==> config.mk <==
export PLATFORM = sky130hd
export DESIGN_NAME = hazard_forward_ctrl
export DESIGN_NICKNAME = d
export VERILOG_FILES = /design/src/rtl/hazard_forward_ctrl.sv
export SDC_FILE = /design/constraint.sdc
export NUM_CORES = 1
export LEC_CHECK = 0
export ABC_AREA = 1
export BUFFER_PORTS_ARGS = -buffer_cell sky130_fd_sc_hd__buf_2
export CORE_MARGIN = 2
export CORE_UTILIZATION = 56
export CTS_CLUSTER_DIAMETER = 100
export DETAILED_ROUTE_END_ITERATION = 10
export PLACE_DENSITY = 0.81
export SYNTH_ARGS = -nofsm -noshare
export SYNTH_HDL_FRONTEND = slang
export SYNTH_SLANG_ARGS = --single-unit
==> constraint.sdc <==
create_clock -name clk -period 2.44 [get_ports clk]
set_clock_uncertainty 0.2 [all_clocks]
set_input_delay 0 -clock clk [delete_from_list [all_inputs] [get_ports clk]]
set_output_delay 0 -clock clk [all_outputs]
set_load 0.1 [all_outputs]
==> src/rtl/hazard_forward_ctrl.sv <==
// Hazard and forwarding controller for the 5-stage MIPS pipeline.
// Keeps its own copy of the ID/EX, EX/MEM and MEM/WB destination and control fields.
// From these and the ID-stage fields it produces the EX and ID forwarding selects,
// the load-use and branch stalls, the taken-branch flush, and saturating event counters.
module hazard_forward_ctrl #(
  parameter int unsigned CNT_W = 16
) (
  input  logic             clk,
  input  logic             rst_n,
  input  logic [4:0]       id_rs,
  input  logic [4:0]       id_rt,
  input  logic [4:0]       id_dst,
  input  logic             id_regwrite,
  input  logic             id_memread,
  input  logic             id_branch,
  input  logic             id_taken,
  output logic [1:0]       fwd_a,
  output logic [1:0]       fwd_b,
  output logic             fwd_c,
  output logic             fwd_d,
  output logic             pc_write,
  output logic             ifid_write,
  output logic             idex_bubble,
  output logic             ifid_flush,
  output logic [CNT_W-1:0] stall_cnt,
  output logic [CNT_W-1:0] flush_cnt
);

  // Shadow copies of the pipeline register fields.
  logic [4:0]       ex_rs_q, ex_rt_q, ex_dst_q;
  logic             ex_rw_q, ex_mr_q;
  logic [4:0]       mem_dst_q;
  logic             mem_rw_q, mem_mr_q;
  logic [4:0]       wb_dst_q;
  logic             wb_rw_q;
  logic [CNT_W-1:0] stall_cnt_q, flush_cnt_q;

  logic haz;
  logic h1_load_use, h2_branch_alu, h3_branch_load;

  // EX operand select. EX/MEM wins over MEM/WB, and $0 is never forwarded.
  function automatic logic [1:0] ex_fwd_sel(input logic [4:0] src,
                                            input logic       m_rw,
                                            input logic [4:0] m_dst,
                                            input logic       w_rw,
                                            input logic [4:0] w_dst);
    if (m_rw && (m_dst != 5'd0) && (m_dst == src)) begin
      return 2'b10;
    end else if (w_rw && (w_dst != 5'd0) && (w_dst == src)) begin
      return 2'b01;
    end
    return 2'b00;
  endfunction

  // True when a non-zero destination matches either ID source register.
  function automatic logic id_src_hit(input logic [4:0] dst,
                                      input logic [4:0] rs,
                                      input logic [4:0] rt);
    return (dst != 5'd0) && ((dst == rs) || (dst == rt));
  endfunction

  // Forwarding selects and hazard detection, all combinational in the current cycle.
  always_comb begin
    fwd_a = ex_fwd_sel(ex_rs_q, mem_rw_q, mem_dst_q, wb_rw_q, wb_dst_q);
    fwd_b = ex_fwd_sel(ex_rt_q, mem_rw_q, mem_dst_q, wb_rw_q, wb_dst_q);

    // A load result is not ready in MEM, so only ALU results feed the branch compare.
    fwd_c = mem_rw_q && !mem_mr_q && (mem_dst_q != 5'd0) && (mem_dst_q == id_rs);
    fwd_d = mem_rw_q && !mem_mr_q && (mem_dst_q != 5'd0) && (mem_dst_q == id_rt);

    h1_load_use    = ex_mr_q && id_src_hit(ex_dst_q, id_rs, id_rt);
    h2_branch_alu  = id_branch && ex_rw_q && id_src_hit(ex_dst_q, id_rs, id_rt);
    h3_branch_load = id_branch && mem_mr_q && id_src_hit(mem_dst_q, id_rs, id_rt);
    haz            = h1_load_use || h2_branch_alu || h3_branch_load;

    // A stall takes priority: the branch outcome is not trusted while stalled.
    pc_write    = !haz;
    ifid_write  = !haz;
    idex_bubble = haz;
    ifid_flush  = !haz && id_branch && id_taken;
  end

  // Advance the shadows every cycle. A bubble enters as all-zero fields.
  always_ff @(posedge clk or negedge rst_n) begin
    if (!rst_n) begin
      ex_rs_q   <= 5'd0;
      ex_rt_q   <= 5'd0;
      ex_dst_q  <= 5'd0;
      ex_rw_q   <= 1'b0;
      ex_mr_q   <= 1'b0;
      mem_dst_q <= 5'd0;
      mem_rw_q  <= 1'b0;
      mem_mr_q  <= 1'b0;
      wb_dst_q  <= 5'd0;
      wb_rw_q   <= 1'b0;
    end else begin
      if (idex_bubble) begin
        ex_rs_q  <= 5'd0;
        ex_rt_q  <= 5'd0;
        ex_dst_q <= 5'd0;
        ex_rw_q  <= 1'b0;
        ex_mr_q  <= 1'b0;
      end else begin
        ex_rs_q  <= id_rs;
        ex_rt_q  <= id_rt;
        ex_dst_q <= id_dst;
        ex_rw_q  <= id_regwrite;
        ex_mr_q  <= id_memread;
      end
      mem_dst_q <= ex_dst_q;
      mem_rw_q  <= ex_rw_q;
      mem_mr_q  <= ex_mr_q;
      wb_dst_q  <= mem_dst_q;
      wb_rw_q   <= mem_rw_q;
    end
  end

  // Saturating counters for stall (bubble) cycles and flushes.
  always_ff @(posedge clk or negedge rst_n) begin
    if (!rst_n) begin
      stall_cnt_q <= '0;
      flush_cnt_q <= '0;
    end else begin
      if (haz && (stall_cnt_q != {CNT_W{1'b1}})) begin
        stall_cnt_q <= stall_cnt_q + CNT_W'(1);
      end
      if (ifid_flush && (flush_cnt_q != {CNT_W{1'b1}})) begin
        flush_cnt_q <= flush_cnt_q + CNT_W'(1);
      end
    end
  end

  assign stall_cnt = stall_cnt_q;
  assign flush_cnt = flush_cnt_q;

endmodule

# Word level (Yosys, flattened, before mapping)
# Cells that the tools add are included.
# totals
latch_bits,0
mem_bits_ro,0
mem_count,0
ram_bits,0
inputBits,21
ff_bits,62
elab_cells,69
output_inout_bits,42
# op_classes
mux,15
magnitude_cmp,0
shift,0
mul,0
n_div,0
reduce_logical,30
n_bitwise,0
eq_ne,10
add_sub_neg,2
# op_table
op,count
$eq 5x5->1,8
$add 16x1->16 const B,2
$ne 16x16->1 const B,2
$logic_and 1x1->1,21
$mux 5,3
$reduce_bool 5->1,3
$mux 2,6
$mux 1,6
$logic_or 1x1->1,4
$logic_not 1->1,2

# Logic depth before layout (Yosys ltp)
# depth
word_depth,10
depth_mapped,14
depth_no_buf,12

# Worst setup path after synthesis
# OpenSTA, ideal clock, no wires.
# synth_timing
path_kind,reg-to-output
startpoint,reg mem_dst_q[3]
endpoint,out fwd_a[0]
t_arrival_ns,5.555
path_stages_with_launch,5
required_ns,2.240
slack_ns,-3.315
n_path_buf,1
path_cell_list,dfrtp_1 -> buf_4 -> xor2_1 -> nor4_1 -> nor3_1
# synth_between
elab_chain_len,5
# synth_rtl
item,line,source
from (decl),32,logic [4:0] mem_dst_q;
from (signal assigned),110,mem_dst_q <= ex_dst_q;
$reduce_bool 5->1,47,if (m_rw && (m_dst != 5'd0) && (m_dst == src)) begin
$logic_and 1x1->1,47,
$logic_and 1x1->1 *,47,
$mux 2 / $mux 1 (equally long branches),47,
$mux 2 *,52,return 2'b00;
to (decl),17,"output logic [1:0] fwd_a,"
# Every way passes the cells marked *; elsewhere a longest branch is shown, timed or not.

# Worst setup path after layout
# layout_timing
startpoint,reg mem_dst_q[3]
endpoint,out fwd_d
# layout_between
elab_chain_len,3
# layout_rtl
item,line,source
$reduce_bool 5->1,69,fwd_d = mem_rw_q && !mem_mr_q && (mem_dst_q != 5'd0) && (mem_dst_q == id_rt);
$logic_and 1x1->1,69,
$logic_and 1x1->1 *,69,
to (decl),20,"output logic fwd_d,"
# Marks and branches as above.

==> results.ini <==
[status]
status=finished, violations left
violations=hold timing

[critical_path]
worstPathRequired_ns=2.24
critPathLaunchType=flop
end_kind=output port
r2r_slack_ns=0.26
crit_path_max_fanout=7
cp.arrival_ns=2.11
crit_type=flop to output port

[floorplanning]
num_rows=29
die_x_um=84.2
io_pins=63
start_util_pct=57.4
dieArea_mm2=0.00709
core_area_mm2=0.00628
die_h_um=84.2

[place]
dpl_cell_area_mm2=0.00400
port_buffers=62
dp_hpwl_um=5990
dp.cells=588
gp_congestion=0.893

[finish]
postLayoutCellArea_mm2=0.00438
nets=564
finalNonFillerCells=623
fin_util_pct=69.8
drive_gt1_share_pct=23.1
diodes=0
area_delta_synth_final_pct=21.7

[yosys]
synth_top_area_share_pct=43.1
synthArstFlopShare_pct=100
syn_area_mm2=0.00360
syn-num-nets=481
seq_area_frac_synth_pct=43.1
ys_top_cells_by_area=dfrtp_1 (43%), nand2_1 (14%), xor2_1 (6.8%)
yosysUniqueCellTypes=31
synth-edff-count=0
yosys.area.top_type=dfrtp_1
ys.flop_type=dfrtp_1
ys_seq_elements=62
ys_warn_count=0
syn_inst=458
syn_area_per_cell_um2=7.87

[sta]
worst_slew_pin_slew_ns=0.600
fmax_ghz=0.433
slew_violations=0
grt_setup_unrepaired=no
hold_ws_ns=-0.00812
fin_crit_sh_pct=94.6
slew_headroom_pct=60.0
setup_viol=0
finalCriticalPeriod_ns=2.31
hold_viol=5

[power]
cellPowerDensity_mw_per_mm2=716
fin_total_pwr_uw=3140
power_leakage_uw=0.00228
vdd_drop_max_mv=0.564

[cts]
clock_sinks=62
tritoncts=built
path_clk_slew_ns=0.07
htree_levels=3
clk_path_buf_depth=2
clk_latency_ns=0.35
cts_inserted_buffers=9
clock-root-buffer=clkbuf_8

[grt]
overflow=0
antenna_found_initial=0
grt_pass1_wl_um=13900
grt_pass1_vias=3024
grt_usage_pct=24.9
grt_max_degree=28

[min_path]
hold_class=input port to async pin

[detailed_routing]
vias=3130
drtIter0Drc=188
ant_nets=0
drt-pass1-iter-count=5
route.detailed.drc=0
drt-total-wl_um=8290
via_per_inst=5.02
wl_per_cell_um=13.3

[job]
max_cap_viol_count=0

cells in the final DEF, fill, tap and decap left out, drive strengths merged:
master	Yosys	final
clkinvlp	0	1
nand2b	1	1
dlygate4sd3	0	18
nand3	41	41
nor3	15	15
buf	13	65
nand2	149	149
xor2	28	28
ha	2	2
dfrtp	62	62
nand4	5	5
nor2	53	53
nor4	4	4
o21ai	5	5
clkinv	0	1
inv	53	52
xnor2	24	24
or2	1	1
clkbuf	1	18
nand3b	1	1
per-stage QoR:
step                      setup TNS (ns)  setup WS [ns]  hold slack (ns)
after floorplan                   -0.242         -0.177           -0.496
after global placement                 0          0.323           -0.156
after detailed placement               0          0.225           -0.151
after CTS                              0        0.00998           0.0152
after global routing                   0        0.00742           0.0617
final                                  0          0.132         -0.00812
per-layer routing:
metal	part of all wire [%]	track usage (%)
met2	52	42.3
met3	4.2	4.03
met5	0	0
met1	43	31.8
met4	1.6	10.4
power breakdown:
group          total [uW]  internal, uW  switching (uW)  leakage (uW)
combinational        1020           242             777       0.00140
sequential           1290          1140             154      0.000785
clock                 829           452             377     0.0000937
worst paths after layout:
| kind | startpoint | to | cells after the start |
|---|---|---|---|
| max | mem_dst_q[3] | fwd_d | 6 |
| min | rst_n | flush_cnt[2] | 2 |
| max reg2reg | ex_dst_q[2] | flush_cnt[10] | 10 |
| min reg2reg | mem_rw_q | wb_rw_q | 0 |
| max in group asynchronous | rst_n | mem_dst_q[2] | 3 |
| min in group clk | id_taken | flush_cnt[6] | 6 |
critical path, stage by stage (launching register included):
cell and delay (ns):
dfrtp_1 0.53, nor3_2 0.09, nand3_1 0.11, nand2_1 0.16, or2_2 0.32, nor2_1 0.12
buf_2 0.44
layout make-up:
class	instances	area [um^2]
sequential	62	1560
inverter	53	203
timing repair buffer	86	558
fill	505	1890
tap	77	96.3
multi-input combinational	329	1790
clock buffer	15	176
clock inverter	1	5.00
flip-flops by register name, summed over array words and instances, names as in the netlist, 5 cells and up:
| signal | count |
|---|---|
| flush_cnt | 16 |
| stall_cnt | 16 |
| ex_dst_q | 5 |
| ex_rs_q | 5 |
| ex_rt_q | 5 |
| mem_dst_q | 5 |
| wb_dst_q | 5 |
synthesized netlist by cell type (2+ instances only):
master	instances
nor4_1	4
nor2_1	50
nor3_2	3
buf_2	3
xor2_1	28
dfrtp_1	62
nor3_1	12
xnor2_1	24
inv_1	44
buf_4	7
ha_1	2
nand4_1	3
o21ai_1	4
inv_2	9
nand3_1	40
nand2_2	10
nand2_1	136
nor2_4	2
nand2_4	3
cells by family after synthesis:
logic type                 after synthesis  synth area share, %
and+or+nand+nor                        270                 34.1
buffers and inverters                   67                 8.79
DFF                                     62                 43.1
xor gates and xnor gates                52                 12.6
AOI/OAI and AO/OA                        5                0.695
adders and majority gates                2                0.695
repair_timing:
item	4_1_cts	5_1_grt
hold buffers	18	0
cloned	0	0
endpoints found under the hold margin	66	0
pin swaps	1	0
gates resized for setup	0	6
setup endpoints to repair	1	13
buffers inserted	1	0
No activity file was read; power rests on OpenSTA's default activity.
